===== src/rtl/wb_queue.sv =====
// rtl/wb_queue.sv - elastic MEM->WB queue of DEPTH records with valid/ready on both sides
// Optional writeback forwarding search is enabled by defining WB_QUEUE_FWD_EN.
module wb_queue #(
  parameter int ADDR_W = 32,
  parameter int DATA_W = 32,
  parameter int REG_AW = 5,
  parameter int DEPTH  = 2
) (
  input  logic                    clk,
  input  logic                    rst,
  input  logic                    rdy,
  input  logic                    flush,
  input  logic                    in_valid,
  output logic                    in_ready,
  input  logic [ADDR_W-1:0]       mem_pc,
  input  logic [DATA_W-1:0]       mem_vd,
  input  logic [REG_AW-1:0]       mem_rd,
  input  logic                    mem_rd_enable,
  output logic                    wb_valid,
  input  logic                    wb_ready,
  output logic [ADDR_W-1:0]       wb_pc,
  output logic [DATA_W-1:0]       wb_vd,
  output logic [REG_AW-1:0]       wb_rd,
  output logic                    wb_rd_enable,
`ifdef WB_QUEUE_FWD_EN
  input  logic [REG_AW-1:0]       fwd_raddr,
  output logic                    fwd_hit,
  output logic [DATA_W-1:0]       fwd_data,
`endif
  output logic [$clog2(DEPTH):0]  count
);

  localparam int PTR_W = $clog2(DEPTH);
  localparam int CNT_W = PTR_W + 1;

  logic [ADDR_W-1:0] r_pc [DEPTH];
  logic [DATA_W-1:0] r_vd [DEPTH];
  logic [REG_AW-1:0] r_rd [DEPTH];
  logic              r_en [DEPTH];
  logic [PTR_W-1:0]  r_wp;
  logic [PTR_W-1:0]  r_rp;
  logic [CNT_W-1:0]  r_count;

  logic w_full;
  logic w_push;
  logic w_pop;

  assign w_full   = (r_count == CNT_W'(DEPTH));
  // in_ready is held low while reset is asserted even if rdy is high
  assign in_ready = rst & rdy & ~w_full;
  assign wb_valid = (r_count != '0);
  assign w_push   = in_valid & in_ready;
  assign w_pop    = wb_valid & wb_ready & rdy;
  assign count    = r_count;

  assign wb_pc        = wb_valid ? r_pc[r_rp] : '0;
  assign wb_vd        = wb_valid ? r_vd[r_rp] : '0;
  assign wb_rd        = wb_valid ? r_rd[r_rp] : '0;
  assign wb_rd_enable = wb_valid & r_en[r_rp];

  always_ff @(posedge clk or negedge rst) begin
    if (!rst) begin
      r_wp    <= '0;
      r_rp    <= '0;
      r_count <= '0;
      for (int i = 0; i < DEPTH; i++) begin
        r_pc[i] <= '0;
        r_vd[i] <= '0;
        r_rd[i] <= '0;
        r_en[i] <= 1'b0;
      end
    end else if (flush) begin
      r_wp    <= '0;
      r_rp    <= '0;
      r_count <= '0;
    end else begin
      if (w_push) begin
        r_pc[r_wp] <= mem_pc;
        r_vd[r_wp] <= mem_vd;
        r_rd[r_wp] <= mem_rd;
        r_en[r_wp] <= mem_rd_enable & (mem_rd != '0);
        r_wp       <= r_wp + 1'b1;
      end
      if (w_pop) begin
        r_rp <= r_rp + 1'b1;
      end
      case ({w_push, w_pop})
        2'b10:   r_count <= r_count + 1'b1;
        2'b01:   r_count <= r_count - 1'b1;
        default: r_count <= r_count;
      endcase
    end
  end

`ifdef WB_QUEUE_FWD_EN
  logic [PTR_W-1:0] w_idx;

  // Walk oldest to youngest so the last match wins (youngest entry nearest wp)
  always_comb begin
    fwd_hit  = 1'b0;
    fwd_data = '0;
    w_idx    = r_rp;
    for (int i = 0; i < DEPTH; i++) begin
      w_idx = r_rp + PTR_W'(i);
      if ((CNT_W'(i) < r_count) && r_en[w_idx] && (r_rd[w_idx] == fwd_raddr) &&
          (fwd_raddr != '0)) begin
        fwd_hit  = 1'b1;
        fwd_data = r_vd[w_idx];
      end
    end
  end
`endif

endmodule

===== config.mk =====
export PLATFORM = sky130hd
export DESIGN_NAME = wb_queue
export DESIGN_NICKNAME = d
export VERILOG_FILES = /design/src/rtl/wb_queue.sv
export SDC_FILE = /design/constraint.sdc
export NUM_CORES = 1
export LEC_CHECK = 0
export CAP_MARGIN = 25
export CORE_ASPECT_RATIO = 1.25
export CORE_MARGIN = 4
export CORE_UTILIZATION = 47
export CTS_CLUSTER_DIAMETER = 30
export DETAILED_ROUTE_END_ITERATION = 16
export PLACE_DENSITY = 0.83
export SLEW_MARGIN = 15
export SYNTH_ARGS = -nofsm -noshare
export SYNTH_HDL_FRONTEND = slang
export SYNTH_SLANG_ARGS = --single-unit

===== constraint.sdc =====
create_clock -name clk -period 2.4 [get_ports clk]
set_clock_uncertainty 0.15 [all_clocks]
set_input_delay 0.72 -clock clk [delete_from_list [all_inputs] [get_ports clk]]
set_output_delay 0.72 -clock clk [all_outputs]
set_load 0.01 [all_outputs]

After elaboration in Yosys (flattened, before gate mapping)
Cells that the tools add are included.
Storage, ports and cells
  memory bits (writable): 0
  word-level logic and storage cells: 70
  flip-flop bits (word level): 144
  output and inout bits: 74
  memory bits (read-only): 0
  bits of input ports: 76
  memories kept: 0
  bits in latches: 0
Cells by class
  reductions and logical operators: 7
  multiply operators: 0
  multiplexer cells: 31
  $lt $le $gt $ge: 3
  bitwise operators: 11
  add/sub/neg operators: 4
  shift-type cells: 0
  equality and inequality tests: 3
  div/mod/pow operators: 0
Operators by type and width (number)
  $mux 32: 9
  $bwmux 64: 2
  $demux 32 s1: 1
  $mux 5: 5
  $bwmux 10: 1
  $mux 1: 8
  $and 1x1->1: 7
  $reduce_bool 2->1: 3
  $demux 5 s1: 1
  $reduce_bool 5->1: 1
  $eq 2x2->1 const B: 2
  $ge 2x2->1 const B: 2
  $not 1->2: 2
  $pmux 2 s2: 1
  $reduce_bool 3->1: 1
  $add 1x1->1 const B: 2
  $add 2x1->2 const B: 1
  $bwmux 2: 1
  $eq 2x1->1 const B: 1
  $lt 2x1->1 const B: 1
  $mux 2: 1
  $not 1->1: 2
  $reduce_and 2->1: 1
  $sub 2x1->2 const B: 1
  2 further kinds: 2

Logic depth before layout (Yosys ltp)
  depth in word-level cells: 7
  gate-level depth with buffers: 5
  mapped depth without buffers: 4

Least setup slack after synthesis
No wires, ideal clock.
  path type: register to output
  from: register r_rp
  to: output port wb_pc[10]
  buffers on the path: 2
  data required time: 1.530 ns
  path slack: 0.196 ns
  data arrival time: 1.334 ns
  cell stages (with the launch flop): 5
  path through: dfrtp_1 > clkbuf_1 > buf_1 > mux2i_1 > nor2_1
Between the ends
  cells in the longest elaborated chain, start to end: 5
Ends and longest elaborated chain
  start, declared: line 41  | logic [PTR_W-1:0] r_rp;
  start signal, assigned: line 85  | r_rp <= r_rp + 1'b1;
  $not 1->2 (not written as such): line 56  | assign wb_pc = wb_valid ? r_pc[r_rp] : '0;
  $mux 32 (not written as such) (3 in a row): line 56
  $mux 32: line 56
  end, declared: line 21  | output logic [ADDR_W-1:0] wb_pc,
No other way between the ends. The select of a mux whose other input is x is not followed.

Final worst setup path
  from: register r_rp
  to: output port wb_vd[30]
Between the ends
  cells in the longest elaborated chain, start to end: 5
Ends and longest elaborated chain
  $not 1->2 (not written as such): line 57  | assign wb_vd = wb_valid ? r_vd[r_rp] : '0;
  $mux 32 (not written as such) (3 in a row): line 57
  $mux 32: line 57
  end, declared: line 22  | output logic [DATA_W-1:0] wb_vd,
No other way between the ends. The select of a mux whose other input is x is not followed.

==> flow_summary.ini <==
[status]
status = complete, but fails checks
violations = negative setup slack

[detailed_routing]
drc = 0
drtPass1Iterations = 4
drt_iter0_markers = 281
viasPerCell = 5.34
ant_nets = 0
vias = 4556
routedWlPerCell_um = 20.3
wirelength_um = 17300

[floorplanning]
pin_count = 150
core.rowCount = 48
die_y_um = 142
die_w_um = 115
die_area_mm2 = 0.0164
start_util = 0.484
core_area_mm2 = 0.0140

[worst_setup_path]
r2r_slack_ps = 150
cp_slowest_cell = dfrtp_4
critPathLaunchType = flip-flop
critPathMaxFanout = 5
slowest_delay_ps = 520
required_ps = 1530
worstPathArrival_ps = 1680
worstSetupEndpointType = primary output
path_class = flip-flop to primary output
crit_chain = buf_8, buf_16, mux2i_2, nor2_2, buf_2

[synth]
synth_cell_types = 30
yosysWarningCount = 0
synthAdderAreaFrac = 0
synth_compound_area_frac = 0.00758
synth.yosys.seq_area_share = 0.533
avgSynthCellArea_um2 = 14.0
synth_mux_area_frac = 0.374
syn_area_mm2 = 0.00677
netlist_instances = 485
ys_seq_elements = 144
yosys.area_share.simple = 0.0564
synth-xor-area-share = 0
synth.net_count = 561
synth_top_family_by_area = multiplexers

[power_and_ir_drop]
p_per_area_mw_per_mm2 = 792
peakVddDrop_uv = 564
power.leakage_uw = 0.00447

[sta]
clock.fmax_ghz = 0.393
worstMarginPinSlew_ps = 711
finalHoldViolations = 0
fin_ws_ps = -146
relSlewSlack = 0.526
slew_violations = 0
setup_viol = 70
final.period_utilization = 1.06
min_period_ps = 2550
rsz0062_at_grt = true

[worst_hold_path]
min_path_type = input port to asynchronous set/reset pin

[final_layout]
area_delta_synth_final_pct = 38.4
nets = 741
layout_common_cells = dfrtp_1, clkdlybuf4s50_1, nor2_1, mux2_4, mux2i_1
layout_commonest_cell = dfrtp_1
postLayoutCellArea_mm2 = 0.00936
nFillCells = 996
diodes = 0
layout-drive-gt1-share = 0.429

[flow_run]
cap_violations = 0

[clocking]
cts_tree = yes
cts-root-buf = clkbuf_16
cts_sinks = 144
htreeDepth = 4
insertion_delay_ps = 410
cts_buffers = 17
clk_transition_reported_paths_ps = 60
clk_path_buf_depth = 2

[global_routing]
grt_pass1_wl_um = 27200
grt_max_degree = 56
grt_use_total = 0.215
grt_pass1_vias = 5002
antenna_found_initial = 0
overflow = 0

[placement]
dp_slack_ps = -418
dp_hpwl_um = 10900
portBuffers = 149
gp_congestion = 0.780
dpl-instance-area_mm2 = 0.00863
==> area by class of cell <==
| cell class | instances | area [µm²] | share of cell area |
|---|---|---|---|
| clock inverters | 11 | 160 | 0.0171 |
| repair buffers | 191 | 1860 | 0.199 |
| inverters | 5 | 18.8 | 0.00200 |
| multi-input cells | 306 | 3030 | 0.323 |
| well taps | 175 | 219 | 0.0234 |
| clock buffers | 21 | 470 | 0.0502 |
| flip-flops and latches | 144 | 3610 | 0.385 |
==> report_power, final <==
part / leakage, µW / total, µW / switching [µW] / internal [µW]
Clock: 0.000309 / 2810 / 993 / 1810
Sequential: 0.00184 / 3170 / 277 / 2890
Combinational: 0.00233 / 1440 / 569 / 874
==> metal layers <==
| layer | vias to the layer above | global-route usage | share of wire |
|---|---|---|---|
| met5 | - | 0 | 0 |
| met4 | 0 | 0.0680 | 0.012 |
| met3 | 14 | 0.0417 | 0.042 |
| met2 | 128 | 0.378 | 0.54 |
| met1 | 2363 | 0.265 | 0.41 |
| li1 | 2051 | - | - |
==> critical path: cells and delay by family, from the launching register on <==
family,cells,cell delay [ps]
muxes,1,160
and+or+nand+nor,1,120
DFF,1,520
buffers and inverters,3,450
==> cells by family after synthesis <==
kind of cell,after synthesis
AND/OR/NAND/NOR,88
flip-flops,144
buffers and inverters,35
AO/OA/AOI/OAI,8
multiplexers,210
==> sequential cells by signal, summed over array words and instances (netlist names) <==
register,count
r_rd,10
r_wp,1
r_pc,64
r_rp,1
r_vd,64
count,2
r_en,2
==> through the flow <==
step / util / hold slack, ps / setup TNS [ps] / instances / total power, µW
2_1_floorplan: - / 274 / 0 / 485 / 3960
3_3_place_gp: 0.617 / 317 / -50300 / 806 / 4530
6_report: 0.669 / 230 / -5250 / 853 / 7420
3_5_place_dp: 0.617 / 326 / -53040 / 806 / 4620
5_1_grt: 0.669 / 252 / -10400 / 853 / 7750
4_1_cts: 0.659 / 230 / -6350 / 849 / 7420
==> cells in the mapped netlist (all sizes together) <==
master | count | area share
dfrtp | 144 | 0.53
mux2 | 138 | 0.27
nor2 | 73 | 0.040
mux2i | 72 | 0.11
buf | 17 | 0.019
clkbuf | 13 | 0.0072
inv | 5 | 0.0028
a21oi | 2 | 0.0015
nand2 | 2 | 0.0011
nand3 | 2 | 0.0015
nor2b | 2 | 0.0022
o21ai | 2 | 0.0015
or4 | 2 | 0.0022
a2111oi | 1 | 0.0013
a2bb2oi | 1 | 0.0013
a31oi | 1 | 0.00093
and2 | 1 | 0.00093
nand2b | 1 | 0.00093
nand4 | 1 | 0.00093
nor3 | 1 | 0.00074
nor4 | 1 | 0.00093
nor4b | 1 | 0.0035
o21bai | 1 | 0.0011
or3 | 1 | 0.00093
==> what timing repair did <==
item,4_1_cts,5_1_grt
gates cloned,6,3
setup buffers,6,2
endpoints found under the setup margin,78,118
pin swaps,6,9
resized for setup,290,20
hold buffers,0,0
==> path summary, 6_finish.rpt <==
kind / endpoint / cells past startpoint / start
hold / removal: r_rd[1] / 2 / rst
setup / recovery: wb_vd[30] / 5 / r_rp
min in group clk: r_pc[51] / 1 / r_pc[51]
setup reg to reg: r_vd[33] / 7 / count[1]
hold reg to reg: r_pc[51] / 1 / r_pc[51]
max in group asynchronous: r_vd[38] / 3 / rst
Power figures use the tool's default switching activity.
